===== config.mk =====
export PLATFORM = sky130hd
export DESIGN_NAME = if_fetch_unit
export DESIGN_NICKNAME = d
export VERILOG_FILES = /design/src/rtl/fetch_pkg.sv /design/src/rtl/if_id_buf.sv /design/src/rtl/if_fetch_unit.sv
export SDC_FILE = /design/constraint.sdc
export NUM_CORES = 1
export LEC_CHECK = 0
export ABC_AREA = 1
export CORE_MARGIN = 2
export CORE_UTILIZATION = 25
export CTS_CLUSTER_SIZE = 25
export DETAILED_ROUTE_END_ITERATION = 8
export GPL_ROUTABILITY_DRIVEN = 0
export SLEW_MARGIN = 10
export SYNTH_ARGS = -nofsm -noshare
export SYNTH_HDL_FRONTEND = slang
export SYNTH_SLANG_ARGS = --single-unit

===== constraint.sdc =====
create_clock -name clk -period 1.85 [get_ports clk]
set_input_delay 0.2775 -clock clk [delete_from_list [all_inputs] [get_ports clk]]
set_output_delay 0.2775 -clock clk [all_outputs]
set_load 0.01 [all_outputs]

===== src/rtl/fetch_pkg.sv =====
// rtl/fetch_pkg.sv - shared state encoding and constants for the instruction-fetch stage
package fetch_pkg;

    typedef enum logic [1:0] {
        IDLE  = 2'd0,
        FETCH = 2'd1,
        HOLD  = 2'd2,
        DRAIN = 2'd3
    } fetch_state_e;

    localparam logic [31:0] RESET_PC_DEFAULT = 32'h0000_0000;
    localparam logic [31:0] NOP_INSTR        = 32'h0000_0013;
    localparam logic [31:0] PC_INC           = 32'd4;
    localparam logic [31:0] PC_ALIGN_MASK    = 32'hFFFF_FFFC;

    function automatic logic [31:0] align_pc(input logic [31:0] pc);
        return pc & PC_ALIGN_MASK;
    endfunction

endpackage


===== src/rtl/if_id_buf.sv =====
// rtl/if_id_buf.sv - single-entry IF/ID buffer with load, flush and ready handshake
// Ports: clk, rst (sync, active-high); load/load_instr/load_pc write the entry;
//        flush empties it; id_ready consumes it; buf_free says a load may land
//        next edge; if_valid/if_instr/if_pc/if_pc_plus4 face decode.
module if_id_buf #(
    parameter logic [31:0] NOP_INSTR = fetch_pkg::NOP_INSTR
) (
    input  logic        clk,
    input  logic        rst,
    input  logic        load,
    input  logic        flush,
    input  logic [31:0] load_instr,
    input  logic [31:0] load_pc,
    input  logic        id_ready,
    output logic        buf_free,
    output logic        if_valid,
    output logic [31:0] if_instr,
    output logic [31:0] if_pc,
    output logic [31:0] if_pc_plus4
);
    import fetch_pkg::*;

    logic        valid_q;
    logic [31:0] instr_q;
    logic [31:0] pc_q;
    logic [31:0] pc4_q;

    // The slot is free for a new entry when it is empty or is being consumed now.
    assign buf_free = !valid_q || id_ready;

    always_ff @(posedge clk) begin
        if (rst) begin
            valid_q <= 1'b0;
            instr_q <= NOP_INSTR;
            pc_q    <= 32'h0000_0000;
            pc4_q   <= PC_INC;
        end else if (flush) begin
            valid_q <= 1'b0;
            instr_q <= NOP_INSTR;
        end else if (load) begin
            valid_q <= 1'b1;
            instr_q <= load_instr;
            pc_q    <= load_pc;
            pc4_q   <= load_pc + PC_INC;
        end else if (valid_q && id_ready) begin
            // Consumed without a refill: only the valid flag drops, payload is kept.
            valid_q <= 1'b0;
        end
    end

    assign if_valid    = valid_q;
    assign if_instr    = valid_q ? instr_q : NOP_INSTR;
    assign if_pc       = pc_q;
    assign if_pc_plus4 = pc4_q;

endmodule


===== src/rtl/if_fetch_unit.sv =====
// rtl/if_fetch_unit.sv - instruction-fetch stage: PC, instruction-memory port, IF/ID buffer
// Ports: clk, rst (sync, active-high); mem_cen_I/mem_wen_I/mem_addr_I/mem_rdata_I/
//        mem_stall_I instruction memory; redirect_valid/redirect_pc from execute;
//        id_ready from decode; if_valid/if_instr/if_pc/if_pc_plus4 to decode.
// Option IF_PERF_CNT_EN adds perf_fetch_cnt and perf_stall_cnt outputs.
module if_fetch_unit #(
    parameter logic [31:0] RESET_PC  = fetch_pkg::RESET_PC_DEFAULT,
    parameter logic [31:0] NOP_INSTR = fetch_pkg::NOP_INSTR
) (
    input  logic        clk,
    input  logic        rst,
    output logic        mem_cen_I,
    output logic        mem_wen_I,
    output logic [31:0] mem_addr_I,
    input  logic [31:0] mem_rdata_I,
    input  logic        mem_stall_I,
    input  logic        redirect_valid,
    input  logic [31:0] redirect_pc,
    input  logic        id_ready,
`ifdef IF_PERF_CNT_EN
    output logic [31:0] perf_fetch_cnt,
    output logic [31:0] perf_stall_cnt,
`endif
    output logic        if_valid,
    output logic [31:0] if_instr,
    output logic [31:0] if_pc,
    output logic [31:0] if_pc_plus4
);
    import fetch_pkg::*;

    fetch_state_e state;
    fetch_state_e state_nxt;
    logic [31:0]  pc;
    logic [31:0]  pc_nxt;
    logic [31:0]  drain_addr;
    logic         buf_free;
    logic         buf_load;
    logic         req_done;

    always_ff @(posedge clk) begin
        if (rst) begin
            state      <= IDLE;
            pc         <= RESET_PC;
            drain_addr <= RESET_PC;
        end else begin
            state <= state_nxt;
            pc    <= pc_nxt;
            // While fetching, remember the in-flight address so a redirect that
            // lands on a stalled request can keep presenting it during DRAIN.
            if (state == FETCH) begin
                drain_addr <= pc;
            end
        end
    end

    always_comb begin
        mem_cen_I  = 1'b0;
        mem_addr_I = pc;
        state_nxt  = state;
        case (state)
            IDLE: begin
                state_nxt = FETCH;
            end
            FETCH: begin
                // Issue only if the response can land in the buffer next edge.
                mem_cen_I = buf_free;
                if (!buf_free) begin
                    state_nxt = HOLD;
                end
            end
            HOLD: begin
                if (id_ready) begin
                    state_nxt = FETCH;
                end
            end
            DRAIN: begin
                mem_cen_I  = 1'b1;
                mem_addr_I = drain_addr;
                if (!mem_stall_I) begin
                    state_nxt = FETCH;
                end
            end
            default: begin
                state_nxt = IDLE;
            end
        endcase
        // A redirect wins over every state; a stalled request must still be
        // seen through before the new target can be fetched.
        if (redirect_valid) begin
            state_nxt = (mem_cen_I && mem_stall_I) ? DRAIN : FETCH;
        end
    end

    assign mem_wen_I = 1'b0;
    assign req_done  = mem_cen_I && !mem_stall_I;
    assign buf_load  = (state == FETCH) && req_done && !redirect_valid;

    always_comb begin
        pc_nxt = pc;
        if (redirect_valid) begin
            pc_nxt = align_pc(redirect_pc);
        end else if (buf_load) begin
            pc_nxt = pc + PC_INC;
        end
    end

    if_id_buf #(
        .NOP_INSTR (NOP_INSTR)
    ) u_if_id_buf (
        .clk         (clk),
        .rst         (rst),
        .load        (buf_load),
        .flush       (redirect_valid),
        .load_instr  (mem_rdata_I),
        .load_pc     (pc),
        .id_ready    (id_ready),
        .buf_free    (buf_free),
        .if_valid    (if_valid),
        .if_instr    (if_instr),
        .if_pc       (if_pc),
        .if_pc_plus4 (if_pc_plus4)
    );

`ifdef IF_PERF_CNT_EN
    always_ff @(posedge clk) begin
        if (rst) begin
            perf_fetch_cnt <= 32'd0;
            perf_stall_cnt <= 32'd0;
        end else begin
            if (buf_load) begin
                perf_fetch_cnt <= perf_fetch_cnt + 32'd1;
            end
            if (mem_cen_I && mem_stall_I) begin
                perf_stall_cnt <= perf_stall_cnt + 32'd1;
            end
        end
    end
`endif

endmodule

==> results of run 1 <==
through the flow:
stage | TNS (ps) | instances | total power [mW] | util | hold slack (ps)
floorplan | 0 | 993 | 4.22 | - | 391
CTS | -126 | 1537 | 8.70 | 0.373 | 323
detailed placement | -364 | 1502 | 4.80 | 0.345 | 456
global route | 0 | 1536 | 8.97 | 0.371 | 353
finish | 0 | 1536 | 8.58 | 0.371 | 352
global placement | -148 | 1502 | 4.79 | 0.345 | 445
cell usage in the layout, fill, tap and decap left out, types with 3 or more instances in the layout:
cell             Yosys  layout
nand2_1            215     213
dfxtp_1            155     150
nor2_1             138     136
clkdlybuf4s50_1      0     125
a21oi_1            136     122
o21ai_0            111     111
inv_1               93      93
dlygate4sd2_1        0      34
buf_4               12      33
nand3_1             28      28
clkbuf_16            0      17
a21oi_2              0      12
buf_2               12       9
buf_12               0       8
a31oi_1              7       7
conb_1               1       7
clkbuf_2             0       7
clkdlybuf4s15_2      0       7
nor2_2               5       6
nor2_4               4       5
xor2_1               5       5
buf_6                3       5
or2_2                4       4
mux2_4               0       4
nand2_2              3       4
o21ai_1              4       4
bufinv_16            0       4
o211ai_1             3       3
clkinv_4             0       3
clkbuf_8             0       3
inv_6                0       3
clkdlybuf4s15_1      0       3
dfxtp_2              0       3
final timing paths:
path	slack [ps]	from	cells after the start	endpoint
worst max-delay path	90	state[0]	5	mem_addr_I[9]
worst min-delay path	350	rst	4	u_if_id_buf.instr_q[1]
worst max register to register	200	pc[2]	9	u_if_id_buf.if_pc_plus4[20]
worst min register to register	460	u_if_id_buf.if_pc_plus4[29]	2	u_if_id_buf.if_pc_plus4[29]
worst max-delay path: cells and delay by family, from the launching register on:
family,cells,cell delay [ps]
flops,1,360
buf+inv,2,430
compound gates,1,120
simple gates,2,160
Yosys cell counts (2+ instances only):
cell type  count  area, sq um
inv_1         93          349
dfxtp_1      155         3100
nand2_1      215          807
inv_2          2         7.51
clkbuf_1      35          131
a31oi_1        7         43.8
nand2_2        3         18.8
and2_1         2         12.5
nor2_1       138          518
or2_2          4         25.0
o21ai_1        4         20.0
mux2_2         4         45.0
nand3_1       28          140
o21ai_0      111          556
nor2_2         5         31.3
buf_6          3         33.8
nor2_4         4         45.0
xor2_1         5         43.8
a21oi_1      136          681
buf_4         12         90.1
o211ai_1       3         22.5
buf_2         12         60.1
power groups by stage:
stage / logic (mW) / registers [mW] / clock network [mW]
after global placement: 1.10 / 3.68 / 0
final: 1.11 / 3.62 / 3.85
after global routing: 1.23 / 3.64 / 4.09
after detailed placement: 1.11 / 3.69 / 0
after floorplan: 0.534 / 3.68 / 0
after CTS: 1.13 / 3.62 / 3.95
final cells by class:
cell class	instances	area, sq um
fillers	2844	16900
flip-flops and latches	155	3110
repair buffers	233	2240
well taps	341	427
clock inverters	11	180
inverters	95	358
multi-input cells	680	3190
clock buffers	21	470
cell families (layout without fill, tap and decap cells):
family | Yosys count | in the layout
simple gates | 400 | 400
compound gates | 262 | 262
buf+inv | 158 | 360
flops | 155 | 155
xor+xnor | 6 | 6
mux | 4 | 4
fa+ha+maj | 1 | 1
other cells | 1 | 7
layer usage:
| layer | vias up | track usage | wire (um) |
|---|---|---|---|
| met3 | 14 | 0.0364 | 1290 |
| met5 | - | 0 | 0 |
| met1 | 3158 | 0.213 | 10800 |
| li1 | 3530 | - | - |
| met2 | 201 | 0.276 | 10700 |
| met4 | 0 | 0.0346 | 182 |
state kept, by name, indices dropped and copies added (netlist names):
name,count
drain_addr,30
pc,30
state,2
u_if_id_buf.if_pc,30
u_if_id_buf.if_pc_plus4,30
u_if_id_buf.if_valid,1
u_if_id_buf.instr_q,32
repair_timing:
action	CTS	global route
endpoints found under the setup margin	64	30
buffers inserted	2	0
cloned	1	0
hold buffers	0	0
resized for setup	142	33
pin swaps	1	2
endpoints found under the hold margin	0	0
==> results.toml, run 1 <==
[worst_setup_path]
crit_path_cell_trace = "nand2_8 > buf_12 > nor2_1 > a21oi_1 > dlygate4sd2_1"
required_ps = 1570
worstSetupEndpointType = "output port"
crit_type = "reg2out"
cpMaxStageDelayCell = "dfxtp_4"
crit_path_max_incr_delay_ps = 360
arrival_ps = 1490
startpoint_type = "flip-flop"
crit_fanout = 18

[clock_network]
clock_path_buffers = 2
numCtsBuffers = 17
insertion_delay_ps = 420
cts_tree = "built"
clock_sinks = 155
cts.clk_slew.worst_paths_ps = 60
cts_root_buf = "clkbuf_16"
htreeDepth = 4

[yosys]
yosys.area_share.adder = 0.00183
synth_edf_count = 0
yosysSeqAreaShare = 0.454
ys_warn_count = 0
synth_cells = 987
syn_area_sq_um = 6840
async_flop_share = 0
synth_top_family_by_area = "simple AND/OR/NAND/NOR gates"
synth_ff_type = "dfxtp_1"
synth_compound_area_frac = 0.195
avgSynthCellArea_sq_um = 6.93
synth-simple-area-share = 0.235
synth_mux_area_frac = 0.00659
ys_seq_elements = 155
synth_xor_area_frac = 0.00769
ys_types = 28

[floorplanning]
core_sq_um = 26900
initial_core_util = 0.254
die_w_um = 169
die-area_sq_um = 28700
io_pins = 200
rows = 60
die-height_um = 169

[pwr]
clock_power_share = 0.449
switching_power_mw = 2.17
powerDensity_nw_per_um2 = 859
switching_share = 0.253
p_seq_frac = 0.422
p_int_mw = 6.41
p_comb_frac = 0.129
vdd_ir_drop_max_mv = 0.501
leakagePower_nw = 4.24

[place]
dp_slack_ps = -63.8
dpl.hpwl_mm = 16.6
port_buffers = 190
placed_area_sq_um = 9260

[final_layout]
drive_above_1_share = 0.124
n_antenna_cell = 0
final_area_sq_um = 9980
nets = 1252
syn2layout_area_growth_pct = 46.0

[timing]
finClkSkew_ps = 13.4
setup_viol = 0
fin_crit_sh = 0.954
fin_crit_ps = 1760
rsz0062_at_grt = "no"
slew_violations = 0
fmax_mhz = 567
setup_slack_ps = 85.3
hold_violations = 0

[detailed_routing]
ant_nets = 0
drc = 0
wl_per_cell_um = 15.0
viasPerCell = 4.49
routed_wl_mm = 23.0
drt_iter0_drc = 425
dr_total_vias = 6903
dr.pass1.iters = 4

[run]
cap_violations = 0

[global_routing]
grt_pass1_wl_mm = 36.7
grt_usage = 0.163
grt_antenna_before_repair = 0
grt_pass1_vias = 6717
grt_max_degree = 55
grt-ovfl-total = 0

[worst_hold_path]
hold_class = "in2reg"

[run_status]
status = "completed"
(Power assumes the default switching activity.)
==> inputs of run 2 (changes only) <==
--- a/config.mk
+++ b/config.mk
@@ -11,6 +11,7 @@
 export CTS_CLUSTER_SIZE = 25
 export DETAILED_ROUTE_END_ITERATION = 8
 export GPL_ROUTABILITY_DRIVEN = 0
+export SKIP_LAST_GASP = 1
 export SLEW_MARGIN = 10
 export SYNTH_ARGS = -nofsm -noshare
 export SYNTH_HDL_FRONTEND = slang
==> run 2 against run 1 <==
  * Global-route usage hardly changed
  * Sequential share of layout area decreased by 0.51 points
  * Combinational power is essentially flat
  * First-iteration DRC count down 7.1%
  * Non-clock buffer count increased by 1
  * Sequential power is essentially flat
  * Fmax shrank 3.2%
  * Core utilization up 0.63 points
  * Die area unchanged
  * Register-to-register slack about the same
  * Wire length grew 0.96%
  * Clock-buffer cell count unchanged
==> results.toml, run 2 (synthesized netlist as in run 1, its figures left out) <==
[run_status]
status = "completed"

[final_layout]
fin_cells = 1537
drive_above_1_share = 0.123
n_antenna_cell = 0
top_register = "u_if_id_buf.instr_q"
layout_commonest_cell = "nand2_1"
nets = 1253
syn2layout_area_growth_pct = 48.5
postLayoutCoreUtil = 0.378
final_area_sq_um = 10200
largest_register_ffs = 32
final_cell_mix = "213 x nand2_1, 151 x dfxtp_1, 136 x nor2_1, 126 x clkdlybuf4s50_1, 122 x a21oi_1"

[worst_hold_path]
hold_class = "in2reg"

[worst_setup_path]
cpLargestDelayFamily = "buffers and inverters"
worstSetupEndpointType = "output port"
crit_fanout = 18
crit_path_max_incr_delay_ps = 360
crit_buf_inv = 2
crit_path_cell_trace = "nand2_8 > buf_12 > nor2_1 > a21oi_2 > clkdlybuf4s15_1"
arrival_ps = 1550
required_ps = 1570
startpoint_type = "flip-flop"
cpMaxStageDelayCell = "dfxtp_4"
crit_type = "reg2out"

[timing]
fmax_mhz = 548
fin_crit_sh = 0.986
setup_slack_ps = 26.6
hold_violations = 0
fin_hold_ws_ps = 351
rsz0062_at_grt = "yes"
setup_viol = 0
fin_crit_ps = 1820
finClkSkew_ps = 13.4
slew_violations = 0

[floorplanning]
rows = 60
die_w_um = 169
die-height_um = 169
core_sq_um = 26900
io_pins = 200
initial_core_util = 0.254
die-area_sq_um = 28700

[clock_network]
clock_path_buffers = 2
cts.clk_slew.worst_paths_ps = 60
numCtsBuffers = 17
htreeDepth = 4
clock_sinks = 155
cts_tree = "built"
cts_root_buf = "clkbuf_16"
insertion_delay_ps = 420
holdBufCountCts = 0

[global_routing]
grt_usage = 0.163
grt_antenna_before_repair = 0
grt_pass1_wl_mm = 36.7
grt-ovfl-total = 0
grt_max_degree = 55
grt_pass1_vias = 6711

[detailed_routing]
dr_total_vias = 7007
dr.pass1.iters = 5
drc = 0
drt_iter0_drc = 395
ant_nets = 0
viasPerCell = 4.56
wl_per_cell_um = 15.1
routed_wl_mm = 23.2

[place]
placed_area_sq_um = 9260
post-place-cells = 1502
dp_slack_ps = -63.8
dpl.hpwl_mm = 16.6
port_buffers = 190

[pwr]
powerDensity_nw_per_um2 = 846
vdd_ir_drop_max_mv = 0.501
leakagePower_nw = 4.63

[run]
cap_violations = 0
==> run 2: repair_timing <==
action | 4_1_cts | 5_1_grt
buffers inserted | 2 | 0
setup endpoints to repair | 64 | 59
pin swaps | 1 | 1
cloned | 1 | 1
gates resized for setup | 111 | 56
==> run 2: final timing paths <==
path                                                   from  slack (ps)                     endpoint  cells after the start
worst max-delay path                               state[0]          30                mem_addr_I[2]                      5
worst min-delay path                                    rst         350       u_if_id_buf.instr_q[1]                      4
worst max register to register                        pc[2]         200  u_if_id_buf.if_pc_plus4[16]                      8
worst min register to register  u_if_id_buf.if_pc_plus4[29]         460  u_if_id_buf.if_pc_plus4[29]                      2
==> run 2: power breakdown <==
group          switching, mW  total (mW)  internal [mW]
logic                  0.594        1.12          0.525
registers              0.113        3.62           3.50
clock network           1.46        3.86           2.39
==> run 2: per-layer routing <==
layer,track usage,part of all wire,vias to the layer above
li1,-,-,3536
met1,0.213,0.46,3214
met2,0.276,0.47,243
met3,0.0364,0.061,14
met4,0.0346,0.0075,0
met5,0,0,-
==> run 2: through the flow <==
stage	power, mW	TNS [ps]
floorplan	4.22	0
global placement	4.79	-148
detailed placement	4.80	-364
CTS	8.70	-1550
global route	8.98	-78.9
finish	8.59	0
==> run 2: worst reg2reg max path, stage by stage, from the launching register on <==
cell	delay, ps
dfxtp_2	390
ha_1	200
nand2_2	90
nor2_4	150
nand2_1	170
nor2_4	210
xor2_1	160
nand2_1	90
a21oi_1	130
==> run 2: cell type report <==
class,count,area [sq um]
clock buffer,21,470
clock inverter,11,180
fill,2810,16700
inverter,95,358
multi-input combinational,680,3190
sequential,155,3120
tap,341,427
timing repair buffer,234,2410
==> inputs of run 3 (changes only) <==
--- a/config.mk
+++ b/config.mk
@@ -5,7 +5,6 @@
 export SDC_FILE = /design/constraint.sdc
 export NUM_CORES = 1
 export LEC_CHECK = 0
-export ABC_AREA = 1
 export CORE_MARGIN = 2
 export CORE_UTILIZATION = 25
 export CTS_CLUSTER_SIZE = 25
==> run 3 against run 2 <==
  * The flow now finishes with violations (negative setup slack)
  * Sequential share of layout area is 3.3 points lower
  * Die area up 6.8%
  * Register-to-register slack lost 340 ps
  * Non-clock buffer count increased by 67
  * Sequential cell count unchanged
  * Core utilization increased by 2.0 points
  * Via count up 0.61%
  * Critical path type is now reg2reg
  * Largest cell class unchanged
==> results.toml, run 3 <==
[run_status]
status = "finished, violations left"
violations = "negative setup slack"

[timing]
setup_viol = 36
slew_violations = 0
worst_pin_slew_ps = 719
fmax_mhz = 503
fin_crit_sh = 1.07
relSlewSlack = 0.521
fin_crit_ps = 1990
hold_violations = 0
setup_slack_ps = -138
rsz0062_at_grt = "yes"
finClkSkew_ps = 8.65

[clock_network]
insertion_delay_ps = 430
htreeDepth = 4
clock_path_buffers = 2
cts_root_buf = "clkbuf_16"
clock_sinks = 155
numCtsBuffers = 17
cts.clk_slew.worst_paths_ps = 60
cts_tree = "built"
holdBufCountCts = 0

[detailed_routing]
dr.pass1.iters = 5
viasPerCell = 4.58
ant_nets = 0
dr_total_vias = 7050
drc = 0
drt_iter0_drc = 409
routed_wl_mm = 25.8
wl_per_cell_um = 16.8

[place]
post-place-cells = 1474
placed_area_sq_um = 10000
port_buffers = 190
dpl.hpwl_mm = 16.6

[worst_setup_path]
required_ps = 2170
crit_path_cell_trace = "buf_4 > nand2b_4 > or3_4 > or4b_4 > xnor2_1 > o21a_1"
crit_path_max_incr_delay_ps = 490
crit_fanout = 3
crit_buf_inv = 1
startpoint_type = "flip-flop"
arrival_ps = 2310
cpMaxStageDelayCell = "or4b_4"
cpLargestDelayFamily = "simple AND/OR/NAND/NOR gates"
worstSetupEndpointType = "flip-flop"
crit_type = "reg2reg"

[pwr]
vdd_ir_drop_max_mv = 0.598
powerDensity_nw_per_um2 = 755
leakagePower_nw = 4.92

[yosys]
yosys.area.top_type_share = 0.425
ys_types = 50
yosysMostFrequentCell = "nand2_1"
synth-simple-area-share = 0.236
async_flop_share = 0
yosys.area.top_type = "dfxtp_1"
ys_top_cells_by_area = "dfxtp_1 42%, nand2_1 11%, a21oi_1 7.9%, mux2_2 4.8%, xnor2_1 3.6%"
synth_ff_type = "dfxtp_1"
synth_compound_area_frac = 0.142
avgSynthCellArea_sq_um = 8.06
yosys.area_share.adder = 0.00171
synthTopCellsByCount = "211 x nand2_1, 155 x dfxtp_1, 115 x a21oi_1, 61 x clkbuf_1, 41 x nor2_1"
syn_area_sq_um = 7310
synth_mux_area_frac = 0.0546
ys_warn_count = 0
synth_top_family_by_area = "simple AND/OR/NAND/NOR gates"
yosysSeqAreaShare = 0.425
synth_edf_count = 0
synth_xor_area_frac = 0.0623
synth_cells = 907
ys_seq_elements = 155

[global_routing]
grt_pass1_vias = 6859
grt_pass1_wl_mm = 38.8
grt_antenna_before_repair = 0
grt_max_degree = 85
grt_usage = 0.163
grt-ovfl-total = 0

[final_layout]
top_register = "u_if_id_buf.instr_q"
drive_above_1_share = 0.225
nets = 1212
n_antenna_cell = 0
final_area_sq_um = 11500
syn2layout_area_growth_pct = 56.8
layout_commonest_cell = "nand2_1"
fin_cells = 1538
largest_register_ffs = 32
final_cell_mix = "209 x nand2_1, 137 x dfxtp_1, 125 x clkdlybuf4s50_1, 114 x a21oi_1, 75 x buf_4"

[floorplanning]
die_w_um = 175
io_pins = 200
die-height_um = 175
rows = 62
core_sq_um = 28800
die-area_sq_um = 30600
initial_core_util = 0.254

[worst_hold_path]
hold_class = "in2reg"

[run]
cap_violations = 0
run 3: cell count changes in the layout (fill, tap and decap cells not counted), sizes merged, moves of 26 or more:
cell,previous run,this run
o21ai,115,6
inv,97,27
mux2,4,31
nor2,147,41
a211oi,1,27
buf,50,138
and2,2,31
xnor2,1,30
run 3: worst paths after layout:
kind | start | end | slack [ps] | cells after the start
hold / removal | redirect_valid | state[0] | 250 | 3
hold reg to reg | u_if_id_buf.instr_q[14] | u_if_id_buf.instr_q[14] | 450 | 2
setup reg to reg | state[1] | pc[15] | -140 | 6
setup / recovery | state[1] | pc[15] | -140 | 6
run 3: through the flow:
stage	hold WS [ps]	TNS (ps)	power [mW]	setup slack (ps)	util
5_1_grt	290	-4000	9.00	-181	0.398
6_report	254	-1990	8.65	-138	0.398
2_1_floorplan	386	-530	4.24	-89.2	-
4_1_cts	221	-5920	8.67	-198	0.382
3_3_place_gp	438	-10960	4.84	-356	0.348
3_5_place_dp	442	-14050	4.85	-372	0.348
run 3: tightest hold or removal path: stages:
cell and delay (ps):
buf_2 210, nor3_1 80, nor2_1 80
run 3: cell type report:
class                      count  area (sq um)
fill                        2886         17300
multi-input combinational    641          3950
timing repair buffer         301          3180
sequential                   155          3140
tap                          384           480
clock buffer                  21           472
clock inverter                10           139
inverter                      26          97.6
run 3: kinds of logic (layout without fill, tap and decap cells):
group | after synthesis | in the layout
AO/OA/AOI/OAI | 177 | 177
XOR/XNOR | 52 | 52
adder cells (fa/ha/maj) | 1 | 1
buffers and inverters | 117 | 358
flip-flops | 155 | 155
multiplexers | 36 | 36
other | 1 | 7
AND/OR/NAND/NOR | 368 | 368
run 3: where the power goes:
group	switching [mW]	internal (mW)	total [mW]
registers	0.107	3.47	3.58
logic	0.649	0.700	1.35
clock network	1.49	2.23	3.72
total	2.25	6.40	8.65
run 3: per-layer routing:
layer  share of wire  wire length [um]  track usage  vias up
met5               0                 0            0        -
met4           0.013               331       0.0389        0
met3           0.061              1580       0.0370       24
met2            0.46             11800        0.268      236
met1            0.47             12000        0.218     3331
li1                -                 -            -     3459
run 3: repair_timing:
item | CTS | global route
endpoints found under the setup margin | 76 | 159
pin swaps | 16 | 24
gates cloned | 4 | 4
buffers inserted | 10 | 17
gates resized for setup | 180 | 87
